$ cat src/rtl/eeprom_key_reader.sv
// I2C random-read master: fetches one byte from a 24xx serial EEPROM per request.
// Open-drain bus outputs are registered and derived from the next slot position.
module eeprom_key_reader #(
  parameter int unsigned CLK_DIV  = 16,
  parameter logic [6:0]  DEV_ADDR = 7'h50
) (
  input  logic       clk,
  input  logic       rst_n,
  input  logic       key_load_req,
  input  logic [6:0] key_addr,
  output logic [7:0] key_data,
  output logic       key_data_valid,
  output logic       nack_err,
  output logic       busy,
  output logic       scl_oe,
  output logic       sda_oe,
  input  logic       sda_i
);

  localparam int unsigned    DivW    = (CLK_DIV > 1) ? $clog2(CLK_DIV) : 1;
  localparam logic [DivW-1:0] DivLast = DivW'(CLK_DIV - 1);

  typedef enum logic [3:0] {
    StIdle, StStart, StWrDev, StWrAddr, StRstart, StRdDev, StRdData, StMnack, StStop, StDone
  } state_e;

  state_e          state_q, state_d;
  logic [DivW-1:0] div_q, div_d;
  logic [1:0]      phase_q, phase_d;
  logic [2:0]      bit_q, bit_d;
  logic            ack_q, ack_d;
  logic            err_q, err_d;
  logic [6:0]      addr_q, addr_d;
  logic [7:0]      shift_q, shift_d;

  logic [7:0] key_data_d;
  logic       valid_d, nack_d, busy_d, scl_oe_d, sda_oe_d;
  logic [7:0] tx_byte;
  logic       slot_end, sample, entering_done;

  assign slot_end = (phase_q == 2'd3) && (div_q == DivLast);
  // sda_i is sampled on the last cycle of P1, while SCL is high.
  assign sample   = (phase_q == 2'd1) && (div_q == DivLast);

  always_comb begin
    state_d = state_q;
    div_d   = div_q;
    phase_d = phase_q;
    bit_d   = bit_q;
    ack_d   = ack_q;
    err_d   = err_q;
    addr_d  = addr_q;
    shift_d = shift_q;

    if (state_q != StIdle && state_q != StDone) begin
      if (div_q == DivLast) begin
        div_d   = '0;
        phase_d = phase_q + 2'd1;
      end else begin
        div_d = div_q + DivW'(1);
      end
    end

    if (sample) begin
      if (state_q == StRdData) begin
        shift_d = {shift_q[6:0], sda_i};
      end else if (ack_q) begin
        err_d = sda_i;
      end
    end

    unique case (state_q)
      StIdle: begin
        if (key_load_req) begin
          state_d = StStart;
          addr_d  = key_addr;
          err_d   = 1'b0;
          div_d   = '0;
          phase_d = 2'd0;
          bit_d   = 3'd7;
          ack_d   = 1'b0;
        end
      end
      StStart: begin
        if (slot_end) begin
          state_d = StWrDev;
          bit_d   = 3'd7;
          ack_d   = 1'b0;
        end
      end
      StWrDev, StWrAddr, StRdDev: begin
        if (slot_end) begin
          if (!ack_q) begin
            if (bit_q == 3'd0) begin
              ack_d = 1'b1;
            end else begin
              bit_d = bit_q - 3'd1;
            end
          end else begin
            ack_d = 1'b0;
            bit_d = 3'd7;
            if (err_q) begin
              state_d = StStop;
            end else if (state_q == StWrDev) begin
              state_d = StWrAddr;
            end else if (state_q == StWrAddr) begin
              state_d = StRstart;
            end else begin
              state_d = StRdData;
            end
          end
        end
      end
      StRstart: begin
        if (slot_end) begin
          state_d = StRdDev;
          bit_d   = 3'd7;
          ack_d   = 1'b0;
        end
      end
      StRdData: begin
        if (slot_end) begin
          if (bit_q == 3'd0) begin
            state_d = StMnack;
          end else begin
            bit_d = bit_q - 3'd1;
          end
        end
      end
      StMnack: begin
        if (slot_end) begin
          state_d = StStop;
        end
      end
      StStop: begin
        if (slot_end) begin
          state_d = StDone;
        end
      end
      StDone:  state_d = StIdle;
      default: state_d = StIdle;
    endcase
  end

  // Bus levels are computed for the position being entered so the registered pins line up with it.
  always_comb begin
    scl_oe_d = 1'b0;
    sda_oe_d = 1'b0;
    tx_byte  = {DEV_ADDR, 1'b1};
    case (state_d)
      StWrDev:  tx_byte = {DEV_ADDR, 1'b0};
      StWrAddr: tx_byte = {1'b0, addr_d};
      default:  tx_byte = {DEV_ADDR, 1'b1};
    endcase
    case (state_d)
      StStart, StRstart: begin
        scl_oe_d = (phase_d == 2'd0) || (phase_d == 2'd3);
        sda_oe_d = (phase_d == 2'd2) || (phase_d == 2'd3);
      end
      StWrDev, StWrAddr, StRdDev: begin
        scl_oe_d = (phase_d == 2'd0) || (phase_d == 2'd3);
        sda_oe_d = !ack_d && !tx_byte[bit_d];
      end
      StRdData, StMnack: begin
        scl_oe_d = (phase_d == 2'd0) || (phase_d == 2'd3);
      end
      StStop: begin
        scl_oe_d = (phase_d == 2'd0);
        sda_oe_d = (phase_d == 2'd0) || (phase_d == 2'd1);
      end
      default: ;
    endcase
  end

  assign entering_done = (state_q == StStop) && (state_d == StDone);

  always_comb begin
    valid_d    = entering_done && !err_q;
    nack_d     = entering_done && err_q;
    key_data_d = valid_d ? shift_q : key_data;
    busy_d     = (state_d != StIdle) && (state_d != StDone);
  end

  always_ff @(posedge clk or negedge rst_n) begin
    if (!rst_n) begin
      state_q        <= StIdle;
      div_q          <= '0;
      phase_q        <= 2'd0;
      bit_q          <= 3'd7;
      ack_q          <= 1'b0;
      err_q          <= 1'b0;
      addr_q         <= 7'd0;
      shift_q        <= 8'd0;
      key_data       <= 8'd0;
      key_data_valid <= 1'b0;
      nack_err       <= 1'b0;
      busy           <= 1'b0;
      scl_oe         <= 1'b0;
      sda_oe         <= 1'b0;
    end else begin
      state_q        <= state_d;
      div_q          <= div_d;
      phase_q        <= phase_d;
      bit_q          <= bit_d;
      ack_q          <= ack_d;
      err_q          <= err_d;
      addr_q         <= addr_d;
      shift_q        <= shift_d;
      key_data       <= key_data_d;
      key_data_valid <= valid_d;
      nack_err       <= nack_d;
      busy           <= busy_d;
      scl_oe         <= scl_oe_d;
      sda_oe         <= sda_oe_d;
    end
  end

endmodule
$ cat config.mk
export PLATFORM = sky130hd
export DESIGN_NAME = eeprom_key_reader
export DESIGN_NICKNAME = d
export VERILOG_FILES = /design/src/rtl/eeprom_key_reader.sv
export SDC_FILE = /design/constraint.sdc
export NUM_CORES = 1
export LEC_CHECK = 0
export CELL_PAD_IN_SITES_DETAIL_PLACEMENT = 1
export CELL_PAD_IN_SITES_GLOBAL_PLACEMENT = 2
export CORE_UTILIZATION = 41
export CTS_BUF_LIST = sky130_fd_sc_hd__clkbuf_8
export DETAILED_ROUTE_END_ITERATION = 8
export PLACE_DENSITY_LB_ADDON = 0.1
export SLEW_MARGIN = 25
export SYNTH_ARGS = -nofsm -noshare
export SYNTH_HDL_FRONTEND = slang
export SYNTH_SLANG_ARGS = --single-unit
export TNS_END_PERCENT = 50
$ cat constraint.sdc
create_clock -name clk -period 3.8 [get_ports clk]
set_input_delay 0.76 -clock clk [delete_from_list [all_inputs] [get_ports clk]]
set_output_delay 0.76 -clock clk [all_outputs]
set_load 0.005 [all_outputs]
==> flow_summary.json <==
{
  "status": "finished, final reports clean",
  "drc": 0,
  "rr_worst_depth": 8,
  "r2r-end": "sda_oe$_DFF_PN0_",
  "cp_slowest_cell": "or3_4",
  "antenna_found_initial": 0,
  "avgSynthCellArea_um2": 10.1,
  "critPathKind": "register to register",
  "max-cap-violations": 0,
  "cts_sinks": 43,
  "synth_fp_nets": 277,
  "cp_data_required_time_ns": 4.03,
  "async_flop_share_pct": 100,
  "cts_resized": 0,
  "worstPathCellList": "ha_1 -> nand4_1 -> or3_4 -> a311oi_4 -> o211ai_2 -> a2111oi_2 -> o31ai_1 -> o211ai_2",
  "p_per_area_nw_per_um2": 268,
  "gp_congestion": 0.781,
  "dp_hpwl_um": 4580,
  "design_area_um2": 2970,
  "ys.flop_type": "dfrtp_1",
  "finalSetupTns_ns": 0,
  "numPortBuffers": 23,
  "dieArea_um2": 6650,
  "hp-class": "primary input to asynchronous set/reset pin",
  "synth_edf_count": 0,
  "cpLargestDelayFamily": "compound AO/OA/AOI/OAI gates",
  "wl_per_cell_um": 18.1,
  "synth_top_area_share_pct": 38.6,
  "area_growth_pct": 14.4,
  "place_area_um2": 2870,
  "max-vdd-ir-drop_v": 0.000158,
  "ys_seq_elements": 43,
  "cts_htree_levels": 2,
  "worstPathMaxFanout": 12,
  "synth_top_area_cell": "dfrtp_1",
  "finalClockSkew_ns": 0.00624,
  "fmax_mhz": 339,
  "start_util_pct": 43.1,
  "vias_per_cell": 5.74,
  "seq_area_um2": 1080,
  "fp.dieW_um": 81.6,
  "clock_latency_ns": 0.31,
  "fillCellCount": 684,
  "clk_pin_slew_ns": 0.09,
  "ant_nets": 0,
  "startpoint_type": "register",
  "ys_seq_area_share_pct": 41.6,
  "clockBufferDepth": 2,
  "fin_crit_sh_pct": 77.6,
  "num_vias": 2025,
  "synthCells": 257,
  "multi_input_area_um2": 1410,
  "reg2reg_slack_ns": 0.85,
  "synth.cell_area_um2": 2590,
  "diodes": 0,
  "finalMaxSlewViolations": 0,
  "grt_pass1_vias": 2026,
  "synth.area.top_cells": "dfrtp_1 39%, mux2_2 7.8%, nand2_1 5.2%",
  "synth_cell_types": 65,
  "cts-buffers-inserted": 5,
  "postCtsHoldBufs": 0,
  "row_count": 28,
  "drtIter0Drc": 78,
  "finalSetupViolCount": 0,
  "hold_violations": 0,
  "grt_max_degree": 44,
  "arrival_ns": 3.18,
  "rsz0062_at_grt": "false",
  "cts_tree": "yes",
  "postCtsSetupRepairBufs": 0,
  "reg2reg_from": "phase_q[0]$_DFF_PN0_",
  "cp-end-kind": "register",
  "p_leak_nw": 1.36,
  "fp.dieH_um": 81.6,
  "cp_num_cells": 8,
  "grt_pass1_wl_um": 10700,
  "grt_util_all_layers_pct": 21.6,
  "core_area_um2": 6030,
  "drtPass1Iterations": 4,
  "io_pins": 24,
  "routed_wl_um": 6380,
  "drive_gt1_share_pct": 17.6,
  "relSlewSlack_pct": 51.1,
  "nNetsFinal": 297,
  "cp_common_cell": "o211ai_2",
  "yosysWarnings": 0,
  "slowest_delay_ns": 0.59,
  "overflow": 0,
  "tightest_slew_ns": 0.733,
  "crit_buf_inv": 0,
  "cts-root-buf": "clkbuf_8",
  "fin_crit_ns": 2.95
}
metrics by stage:
| step | utilization, % | power, mW | hold WS (ns) | std cells | worst slack, ns |
|---|---|---|---|---|---|
| final | 49.3 | 0.794 | 0.439 | 353 | 0.850 |
| after global routing | 49.3 | 0.821 | 0.499 | 353 | 0.635 |
| after CTS | 49.2 | 0.807 | 0.490 | 353 | 0.837 |
| after detailed placement | 47.7 | 0.489 | 0.467 | 345 | 0.707 |
| after global placement | 47.7 | 0.489 | 0.460 | 345 | 0.758 |
| after floorplan | - | 0.469 | 0.434 | 257 | 1.45 |
cell families (layout without fill, tap and decap cells):
kind of cell	after synthesis	after routing	synth area share, %
AOI/OAI and AO/OA	57	57	19.4
and+or+nand+nor	96	96	19.1
buffers and inverters	24	45	4.10
muxes	22	22	9.35
DFF	43	43	41.6
xor gates and xnor gates	6	6	2.03
adders and majority gates	9	9	4.34
worst register-to-register path, stage by stage (launching register included):
cell and delay (ns):
dfrtp_1 0.41, ha_1 0.23, nand4_1 0.45, or3_4 0.59, a311oi_4 0.33, o211ai_2 0.16
a2111oi_2 0.41, o31ai_1 0.14, o211ai_2 0.15
cell usage in the layout, fill, tap and decap left out, types with 4 or more instances in the layout:
master	n
a21oi_1	5
and3_1	4
buf_4	4
clkbuf_8	5
clkdlybuf4s50_1	22
dfrtp_1	40
ha_1	9
inv_1	10
mux2_2	18
mux2i_1	4
nand2_1	36
nand2b_1	5
nand3_1	4
nor2_1	18
nor2b_1	5
nor3_1	4
o211ai_1	4
o21ai_0	7
xnor2_1	4
flip-flops by register name, summed over array words and instances, names as in the netlist:
signal and flops:
ack_q 1, addr_q 7, bit_q 3, busy 1
div_q 4, err_q 1, key_data 8, key_data_valid 1
nack_err 1, phase_q 2, scl_oe 1, sda_oe 1
shift_q 8, state_q 4
layout make-up:
class	count	area share [%]
clock buffer	5	2.32
clock inverter	3	0.801
inverter	11	1.43
multi-input combinational	190	47.5
sequential	43	36.4
tap	75	3.16
timing repair buffer	26	8.43
worst max-delay path by stage:
stage	start	endpoint	slack, ns
after floorplan	state_q[1]$_DFF_PN0_	sda_oe$_DFF_PN0_	1.45
after CTS	div_q[0]$_DFF_PN0_	sda_oe$_DFF_PN0_	0.84
after global routing	div_q[0]$_DFF_PN0_	sda_oe$_DFF_PN0_	0.63
after detailed placement	key_load_req	sda_oe$_DFF_PN0_	0.71
after global placement	key_load_req	sda_oe$_DFF_PN0_	0.76
final	phase_q[0]$_DFF_PN0_	sda_oe$_DFF_PN0_	0.85
per-layer routing:
layer | vias up | GRT usage [%] | part of all wire [%]
li1 | 975 | - | -
met1 | 1006 | 31.3 | 51
met2 | 35 | 32.9 | 45
met3 | 9 | 3.33 | 2.3
met4 | 0 | 6.07 | 1.5
met5 | - | 0 | 0
cell usage after synthesis (5+ instances only):
| cell type | instances |
|---|---|
| dfrtp_1 | 40 |
| nand2_1 | 36 |
| mux2_2 | 18 |
| nor2_1 | 18 |
| inv_1 | 10 |
| buf_2 | 9 |
| ha_1 | 9 |
| o21ai_0 | 7 |
| a21oi_1 | 5 |
| nand2b_1 | 5 |
| nor2b_1 | 5 |
power breakdown:
group	leakage [nW]	total (mW)	switching [mW]	internal [mW]
Combinational	0.758	0.0206	0.0111	0.00947
Clock	0.0408	0.314	0.183	0.132
Sequential	0.559	0.459	0.00110	0.458
Total	1.36	0.794	0.195	0.599
(Power assumes the default switching activity.)
